File: src/rtl/spi_pkg.sv
`default_nettype none
// +----------------------------------------------------------------------+
// | Module   : spi_pkg                                                   |
// | Purpose  : Shared command/state encodings and frame helpers for the  |
// |            SPI master, the spi_wrapper slave and system benches.     |
// | Revision : 1.0 - initial release                                     |
// +----------------------------------------------------------------------+
package spi_pkg;

  localparam int FRAME_W = 11;
  localparam int DATA_W  = 8;

  typedef enum logic [1:0] {
    WR_ADDR = 2'b00,
    WR_DATA = 2'b01,
    RD_ADDR = 2'b10,
    RD_DATA = 2'b11
  } cmd_e;

  typedef enum logic [1:0] {
    IDLE = 2'b00,
    SEND = 2'b01,
    RECV = 2'b10,
    GAP  = 2'b11
  } state_e;

  // The slave decodes a 3-bit opcode; the top command bit is sent twice.
  function automatic logic [FRAME_W-1:0] build_frame(input logic [1:0] t,
                                                     input logic [DATA_W-1:0] d);
    return {t[1], t, d};
  endfunction

endpackage
`default_nettype wire

File: src/rtl/spi_master_shifter.sv
`default_nettype none
// +----------------------------------------------------------------------+
// | Module   : spi_master_shifter                                        |
// | Purpose  : 11-bit PISO for MOSI and 8-bit SIPO for MISO.             |
// | Revision : 1.0 - initial release                                     |
// +----------------------------------------------------------------------+
module spi_master_shifter
  import spi_pkg::*;
(
  input  logic               clk,
  input  logic               rst_n,
  input  logic               load,
  input  logic               shift,
  input  logic               capture,
  input  logic [FRAME_W-1:0] frame,
  input  logic               miso,
  output logic               mosi,
  output logic [DATA_W-1:0]  rx_word
);

  logic [FRAME_W-1:0] tx_q, tx_d;
  logic [DATA_W-1:0]  rx_q, rx_d;

  // Zeros are shifted in behind the frame so MOSI idles low once the
  // last bit has been presented.
  always_comb begin
    tx_d = tx_q;
    rx_d = rx_q;
    if (load) begin
      tx_d = frame;
    end else if (shift) begin
      tx_d = {tx_q[FRAME_W-2:0], 1'b0};
    end
    if (capture) begin
      rx_d = {rx_q[DATA_W-2:0], miso};
    end
  end

  // Shift registers; MOSI comes straight off the top flop.
  always_ff @(posedge clk or negedge rst_n) begin
    if (!rst_n) begin
      tx_q <= '0;
      rx_q <= '0;
    end else begin
      tx_q <= tx_d;
      rx_q <= rx_d;
    end
  end

  assign mosi    = tx_q[FRAME_W-1];
  assign rx_word = rx_q;

endmodule
`default_nettype wire

File: src/rtl/spi_master.sv
`default_nettype none
// +----------------------------------------------------------------------+
// | Module   : spi_master                                                |
// | Purpose  : Host-side SPI initiator; one command per handshake,       |
// |            11-bit MSB-first frame, 8-bit reply for RD_DATA.          |
// | Revision : 1.0 - initial release                                     |
// +----------------------------------------------------------------------+
module spi_master
  import spi_pkg::*;
#(
  parameter int unsigned MISO_GAP    = 0,
  parameter int unsigned IDLE_CYCLES = 2
)
(
  input  logic              clk,
  input  logic              rst_n,
  input  logic              cmd_valid,
  output logic              cmd_ready,
  input  logic [1:0]        cmd_type,
  input  logic [DATA_W-1:0] cmd_data,
  output logic [DATA_W-1:0] rd_data,
  output logic              rd_valid,
  output logic              busy,
  output logic              MOSI,
  output logic              SS_n,
  input  logic              MISO
);

  localparam logic [3:0] LAST_TX_BIT = 4'(FRAME_W - 1);
  localparam logic [3:0] LAST_RX_BIT = 4'(DATA_W - 1);
  localparam logic [3:0] RX_DONE     = 4'(DATA_W);
  localparam logic [3:0] MISO_WAIT   = 4'(MISO_GAP);
  // The IDLE cycle itself is one of the SS_n-high cycles, so GAP is one shorter.
  localparam logic [3:0] GAP_RELOAD  = 4'(IDLE_CYCLES - 1);
  localparam bit         HAS_GAP     = (IDLE_CYCLES > 1);

  state_e     state_q, state_d;
  logic [3:0] bit_cnt_q, bit_cnt_d;
  logic [3:0] gap_cnt_q, gap_cnt_d;
  logic       ss_n_q, ss_n_d;
  logic       cmd_ready_q, cmd_ready_d;
  logic       rd_valid_q, rd_valid_d;
  logic       rd_cmd_q, rd_cmd_d;

  logic              accept;
  logic              load, shift, capture;
  logic [DATA_W-1:0] rx_word;

  assign accept = cmd_valid && cmd_ready_q;

  // Frame sequencing: next state, counters, select and handshake.
  always_comb begin
    state_d    = state_q;
    bit_cnt_d  = bit_cnt_q;
    gap_cnt_d  = gap_cnt_q;
    ss_n_d     = ss_n_q;
    rd_cmd_d   = rd_cmd_q;
    rd_valid_d = 1'b0;
    load       = 1'b0;
    shift      = 1'b0;
    capture    = 1'b0;

    case (state_q)
      IDLE: begin
        ss_n_d = 1'b1;
        if (accept) begin
          load      = 1'b1;
          state_d   = SEND;
          bit_cnt_d = 4'd0;
          ss_n_d    = 1'b0;
          rd_cmd_d  = (cmd_type == RD_DATA);
        end
      end
      SEND: begin
        shift = 1'b1;
        if (bit_cnt_q == LAST_TX_BIT) begin
          bit_cnt_d = 4'd0;
          if (rd_cmd_q) begin
            state_d   = RECV;
            gap_cnt_d = MISO_WAIT;
          end else begin
            ss_n_d    = 1'b1;
            gap_cnt_d = GAP_RELOAD;
            state_d   = HAS_GAP ? GAP : IDLE;
          end
        end else begin
          bit_cnt_d = bit_cnt_q + 4'd1;
        end
      end
      RECV: begin
        // One trailing select-low cycle follows the last sample.
        if (bit_cnt_q == RX_DONE) begin
          ss_n_d    = 1'b1;
          gap_cnt_d = GAP_RELOAD;
          state_d   = HAS_GAP ? GAP : IDLE;
        end else if (gap_cnt_q != 4'd0) begin
          gap_cnt_d = gap_cnt_q - 4'd1;
        end else begin
          capture   = 1'b1;
          bit_cnt_d = bit_cnt_q + 4'd1;
          if (bit_cnt_q == LAST_RX_BIT) begin
            rd_valid_d = 1'b1;
          end
        end
      end
      GAP: begin
        ss_n_d = 1'b1;
        if (gap_cnt_q <= 4'd1) begin
          state_d = IDLE;
        end else begin
          gap_cnt_d = gap_cnt_q - 4'd1;
        end
      end
      default: begin
        state_d = IDLE;
        ss_n_d  = 1'b1;
      end
    endcase

    cmd_ready_d = (state_d == IDLE);
  end

  // Control registers; reset aborts any frame and raises SS_n at once.
  always_ff @(posedge clk or negedge rst_n) begin
    if (!rst_n) begin
      state_q     <= IDLE;
      bit_cnt_q   <= 4'd0;
      gap_cnt_q   <= 4'd0;
      ss_n_q      <= 1'b1;
      cmd_ready_q <= 1'b0;
      rd_valid_q  <= 1'b0;
      rd_cmd_q    <= 1'b0;
    end else begin
      state_q     <= state_d;
      bit_cnt_q   <= bit_cnt_d;
      gap_cnt_q   <= gap_cnt_d;
      ss_n_q      <= ss_n_d;
      cmd_ready_q <= cmd_ready_d;
      rd_valid_q  <= rd_valid_d;
      rd_cmd_q    <= rd_cmd_d;
    end
  end

  spi_master_shifter u_shifter (
    .clk     (clk),
    .rst_n   (rst_n),
    .load    (load),
    .shift   (shift),
    .capture (capture),
    .frame   (build_frame(cmd_type, cmd_data)),
    .miso    (MISO),
    .mosi    (MOSI),
    .rx_word (rx_word)
  );

  assign SS_n      = ss_n_q;
  assign cmd_ready = cmd_ready_q;
  assign rd_valid  = rd_valid_q;
  assign rd_data   = rx_word;
  assign busy      = (state_q != IDLE);

endmodule
`default_nettype wire

File: config.mk
export PLATFORM = sky130hd
export DESIGN_NAME = spi_master
export DESIGN_NICKNAME = d
export VERILOG_FILES = /design/src/rtl/spi_pkg.sv /design/src/rtl/spi_master_shifter.sv /design/src/rtl/spi_master.sv
export SDC_FILE = /design/constraint.sdc
export NUM_CORES = 1
export LEC_CHECK = 0
export CAP_MARGIN = 15
export CORE_MARGIN = 4
export CORE_UTILIZATION = 48
export DETAILED_ROUTE_END_ITERATION = 7
export PLACE_DENSITY = 0.76
export SYNTH_ARGS = -nofsm -noshare
export SYNTH_HDL_FRONTEND = slang
export SYNTH_SLANG_ARGS = --single-unit
File: constraint.sdc
create_clock -name clk -period 1.8 [get_ports clk]
set_clock_uncertainty 0.05 [all_clocks]
set_input_delay 0.45 -clock clk [delete_from_list [all_inputs] [get_ports clk]]
set_output_delay 0.45 -clock clk [all_outputs]
set_load 0.02 [all_outputs]
==> metrics.txt, run 1 <==
TritonCTS buffer count 5; Internal Pwr Total 1920 µW; P per Cell Area approximately 1200 mW/mm²; Ports 27; wire per inst 15.1 µm; Routed Antenna Nets 0; Reg power frac 0.346; pre-CTS setup slack -0.191 ns; maxcap violations 0; site row count 21; largest family of logic cells by synthesized area simple AND/OR/NAND/NOR gates; clock power share 0.176; EDFF count, synth 0; worst slew pin tran 0.431 ns; Worst setup EP type register; Core Area 0.00347 mm²; vias in the first global route 1391; Peak VDD IR 0.000778 V; crit path time final 1.85 ns; Iteration-0 DRC Markers 90; Pleak 0.00122 µW; Hold Fails Final Rpt 0; # diodes 0; H-tree Lvls 2; DP HPWL 2800 µm; simple-gate share of the synthesized area 0.147; drt pass-1 iters 5; failing checks negative setup slack; switching pwr roughly 1100 µW; total die area 0.00475 mm²; clk_lat worst skew 0.28 ns; largest net degree at the start of global routing 34; area grow syn2layout 39.5%; number of synthesized register bits 33; Total GRT Usage 0.177; Syn Nets roughly 190; Adder-Cell Fraction of Synth Area 0.0772; layout cells sized above 1 0.305; most frequent cell after synthesis dfrtp_1; Distinct cells, synth 38; DIE HEIGHT just under 70 µm; fmax 0.540 GHz; total chip power about 3000 µW; area occupied by multi-input gates about 980 µm²; post-synthesis compound-gate area fraction 0.145; Mapped Cells 168; Sw Ratio 0.371; Yosys top cell area share 0.449; CP Max Fanout 4; # DRC 0; FF-to-FF End bit_cnt_q[2]; Comb pwr share 0.478; cell area after synthesis ~0.0018 mm²; CTS tree done; flop-to-flop setup slack -0.05 ns; Min Hold Slack 0.466 ns; Reg area about 830 µm²; worst setup margin -0.0505 ns; Tcrit/Tclk final 1.03; crit path from gap_cnt_q[0]; Startpoint Class register; first-pass GRT wire length 6200 µm; largest cells by area after synthesis dfrtp_1 45%, ha_1 7.7%, mux2i_1 6.7%; crit path to bit_cnt_q[2]; starting density of the core 0.514; area leader, netlist dfrtp_1; relative slew slack 0.710; RePlAce Congestion between 0.8 and 0.9; Post-Synth XOR/XNOR Area 0; Die Width approximately 69 µm; worst r2r src gap_cnt_q[0]; Setup CP Type reg2reg; depth of the worst register-to-register path 6; Crit path required time 1.97 ns; fin nets 244; Tightest Hold Check Type in2async; Avg Inst Size Synth 10.6 µm²; mux cell area share after synthesis 0.131; most frequent cells after synthesis 32 x dfrtp_1, 21 x nand2_1, 13 x o21ai_0; CTS max path bufs 2; Worst-path clk slew 0.07 ns; RSZ-0062 raised after global routing yes; vias per cell 5.53; outcome finished with violations; asr flop ratio synth 1.00; placed instance area 0.00223 mm²; cell area after layout 0.00249 mm²; port bufs 26; Vias 1471; top_reg_cell synth dfrtp_1; CTS root buf clkbuf_8; Layout fillers 262; post-synthesis sequential area ratio 0.464; setup TNS -0.164 ns; Slew Viols, Final 0; Routed WL 4020 µm; grt ovf 0; Yosys Warn Count 0; antenna violations before repair 0; Arr. time, crit path 2.02 ns; total clock sinks 33; final setup fails 4
## worst min path at each step
stage,from,to,slack [ns],depth (start not counted)
final,rst_n,gap_cnt_q[3],0.47,2
after global routing,rst_n,gap_cnt_q[3],0.50,2
after CTS,u_shifter.rx_word[7],u_shifter.rx_word[7],0.47,1
after detailed placement,u_shifter.rx_word[7],u_shifter.rx_word[7],0.45,1
after global placement,u_shifter.rx_word[7],u_shifter.rx_word[7],0.44,1
after floorplan,rst_n,bit_cnt_q[0],0.10,0
## metal layers
layer | part of all wire | wire (µm) | global-route usage
met2 | 0.48 | 1930 | 0.281
met3 | 0.041 | 164 | 0.0486
met5 | 0 | 0 | 0
met4 | 0.020 | 80 | 0.0730
met1 | 0.46 | 1850 | 0.227
## critical path, cell delays in order, from the launching register on
cell       delay, ns
dfrtp_1         0.41
inv_2           0.09
ha_4            0.12
or3b_4          0.40
a2111oi_4       0.38
o211ai_1        0.17
o2bb2ai_1       0.16
## power by group through the flow
stage	registers [µW]	clock network [µW]	logic, µW
floorplan	1080	0	795
global route	1070	586	1590
finish	1050	537	1460
detailed placement	1070	0	1280
global placement	1060	0	1230
CTS	1050	552	1350
## flip-flops by register name, indices dropped and copies added, names as in the netlist
name and count:
state_q 2, SS_n 1, u_shifter.rx_word 8, gap_cnt_q 4, bit_cnt_q 4, cmd_ready 1, u_shifter.tx_q 11, rd_cmd_q 1
rd_valid 1
## repair_timing
item | 4_1_cts | 5_1_grt
pin swaps | 4 | 5
gates cloned | 0 | 0
endpoints found under the setup margin | 7 | 19
setup buffers | 4 | 5
hold endpoints to repair | 0 | 0
hold buffers | 0 | 0
resized for setup | 12 | 22
## metrics by stage
step | utilization | instances
2_1_floorplan | - | 168
3_3_place_gp | 0.643 | 250
3_5_place_dp | 0.643 | 250
4_1_cts | 0.686 | 262
5_1_grt | 0.717 | 266
6_report | 0.717 | 266
## final cells by class
type / count / share of cell area
Multi-Input combinational cell: 119 / 0.395
Tap cell: 46 / 0.0232
Clock inverter: 3 / 0.00705
Sequential cell: 33 / 0.333
Clock buffer: 5 / 0.0277
Timing Repair Buffer: 50 / 0.199
Inverter: 10 / 0.0151
## cells in the final DEF (no fill, tap or decap), drive strengths merged, types with 2 or more instances in the layout
| cell type | instances |
|---|---|
| a211oi | 2 |
| a21oi | 4 |
| a31oi | 2 |
| and2 | 2 |
| buf | 24 |
| clkbuf | 6 |
| clkdlybuf4s50 | 16 |
| clkinv | 2 |
| dfrtp | 32 |
| dlygate4sd2 | 2 |
| dlymetal6s2s | 7 |
| ha | 11 |
| inv | 10 |
| mux2 | 10 |
| mux2i | 12 |
| nand2 | 21 |
| nand3 | 5 |
| nand3b | 3 |
| nor2 | 5 |
| nor3 | 4 |
| o211ai | 3 |
| o21ai | 13 |
| o2bb2ai | 3 |
| or2 | 2 |
| or3b | 3 |
## kinds of logic after synthesis
group	Yosys count
DFF	33
muxes	22
AOI/OAI and AO/OA	36
adders and majority gates	11
and+or+nand+nor	50
buffers and inverters	16
Power figures use the tool's default switching activity.
==> run 2, diff against run 1 <==
--- a/config.mk
+++ b/config.mk
@@ -8,6 +8,7 @@
 export CAP_MARGIN = 15
 export CORE_MARGIN = 4
 export CORE_UTILIZATION = 48
+export CTS_CLUSTER_SIZE = 10
 export DETAILED_ROUTE_END_ITERATION = 7
 export PLACE_DENSITY = 0.76
 export SYNTH_ARGS = -nofsm -noshare
==> results of run 2 <==
No change in the layout: final DEF, timing and power equal those of run 1.
==> run 3, diff against run 2 <==
--- a/config.mk
+++ b/config.mk
@@ -6,6 +6,7 @@
 export NUM_CORES = 1
 export LEC_CHECK = 0
 export CAP_MARGIN = 15
+export CORE_ASPECT_RATIO = 0.8
 export CORE_MARGIN = 4
 export CORE_UTILIZATION = 48
 export CTS_CLUSTER_SIZE = 10
==> run 3 against run 2 <==
  * The flow still finishes with violations (negative setup slack)
  * Maximum frequency decreased by 2.8%
  * Global-route usage increased by 2.1 points
  * Largest power group unchanged
  * Sequential power is essentially flat
  * Sequential cell count did not move
  * Register-to-register slack worse by 0.05 ns
==> metrics.txt, run 3 (same netlist as run 1, synthesis figures left out) <==
Die Width 76.1 µm; Startpoint Class register; outcome finished with violations; antenna violations before repair 0; # diodes 0; maxcap violations 0; Worst setup EP type register; DP HPWL 2900 µm; first-pass GRT wire length 7550 µm; # DRC 0; delay-heaviest family, CP simple AND/OR/NAND/NOR gates; RSZ-0062 raised after global routing yes; Top reg by flops u_shifter.tx_q; worst path cell trace inv_2, ha_4, or3b_4, a2111oi_4, buf_4, buf_6, mux2i_1; CTS tree done; Pleak roughly 0.0013 µW; Ports 27; H-tree Lvls 2; area grow syn2layout 46.3%; RePlAce Congestion 0.900; Core Area 0.00349 mm²; total die area 0.00476 mm²; crit path time final approximately 1.9 ns; Tightest Hold Check Type in2async; relative slew slack 0.732; Peak VDD IR 0.000824 V; worst slew pin tran around 0.40 ns; slowest stage delay, CP 0.40 ns; Arr. time, crit path 2.01 ns; vias per cell 5.78; CTS root buf clkbuf_8; P per Cell Area 1330 mW/mm²; layout cells sized above 1 0.357; total chip power 3460 µW; TritonCTS buffer count 5; Routed Antenna Nets 0; failing checks negative setup slack; DIE HEIGHT 62.5 µm; Tcrit/Tclk final 1.06; placed instance area 0.00224 mm²; vias in the first global route between 1.5k and 2k; largest net degree at the start of global routing 34; Setup CP Type reg2reg; Worst-path clk slew about 0.070 ns; Vias 1571; final setup fails 7; CTS max path bufs 2; grt ovf 0; slowest CP cell or3b_4; Total GRT Usage 0.198; worst setup margin -0.103 ns; fmax 0.525 GHz; CP Max Fanout 3; max reg flops 11; Iteration-0 DRC Markers approximately 100; Buf/Inv on CP 3; site row count 19; most frequent cells in the layout 32 x dfrtp_1, 25 x buf_4, 20 x nand2_1, 16 x clkdlybuf4s50_1; total clock sinks 33; Hold Fails Final Rpt 0; fin nets 254; Routed WL 4770 µm; Crit path required time 1.90 ns; drt pass-1 iters 5; cell area after layout 0.00261 mm²; port bufs 26; CTS Hold Bufs 0; starting density of the core 0.510; Slew Viols, Final 0; clk_lat worst skew 0.29 ns; commonest non-fill, non-tap cell in the layout dfrtp_1; wire per inst 17.5 µm
## run 3: area by class of cell
cell class | instances | area, µm²
clock buffers | 7 | 86.3
clock inverters | 1 | 30.0
fillers | 229 | 888
inverters | 10 | 37.5
multi-input cells | 119 | 996
flip-flops and latches | 33 | 827
well taps | 42 | 52.6
repair buffers | 60 | 577
## run 3: worst paths after layout
path	startpoint	endpoint	slack, ns	cells after the start
worst max-delay path	gap_cnt_q[0]	bit_cnt_q[0]	-0.10	7
worst min register to register	u_shifter.rx_word[7]	u_shifter.rx_word[7]	0.47	1
worst min-delay path	rst_n	rd_cmd_q	0.47	2
worst max register to register	gap_cnt_q[0]	bit_cnt_q[0]	-0.10	7
max in group asynchronous	rst_n	SS_n	0.98	2
min in group clk	u_shifter.rx_word[7]	u_shifter.rx_word[7]	0.47	1
## run 3: per-stage QoR
step	setup TNS (ns)	cells	hold slack [ns]	utilization	setup WS, ns
floorplan	0	168	0.104	-	0.00251
global placement	-0.563	249	0.443	0.640	-0.166
detailed placement	-1.22	249	0.459	0.640	-0.269
CTS	-0.343	266	0.477	0.710	-0.113
global route	-0.942	272	0.473	0.746	-0.170
finish	-0.431	272	0.470	0.746	-0.103
## run 3: metal layers
metal	part of all wire	wire, µm	track usage	vias to the layer above
li1	-	-	-	716
met1	0.41	1970	0.240	769
met2	0.50	2400	0.323	66
met3	0.058	276	0.0576	20
met4	0.026	122	0.0939	0
met5	0	0	0	-
## run 3: what timing repair did
action / 4_1_cts / 5_1_grt
hold endpoints to repair: 0 / 0
endpoints found under the setup margin: 12 / 27
setup buffers: 9 / 7
resized for setup: 19 / 28
pin swaps: 7 / 8
## run 3: where the power goes
group | internal (µW) | leakage [µW] | switching [µW]
logic | 853 | 0.000787 | 833
registers | 927 | 0.000432 | 137
clock network | 451 | 0.0000585 | 261
total | 2230 | 0.00128 | 1230
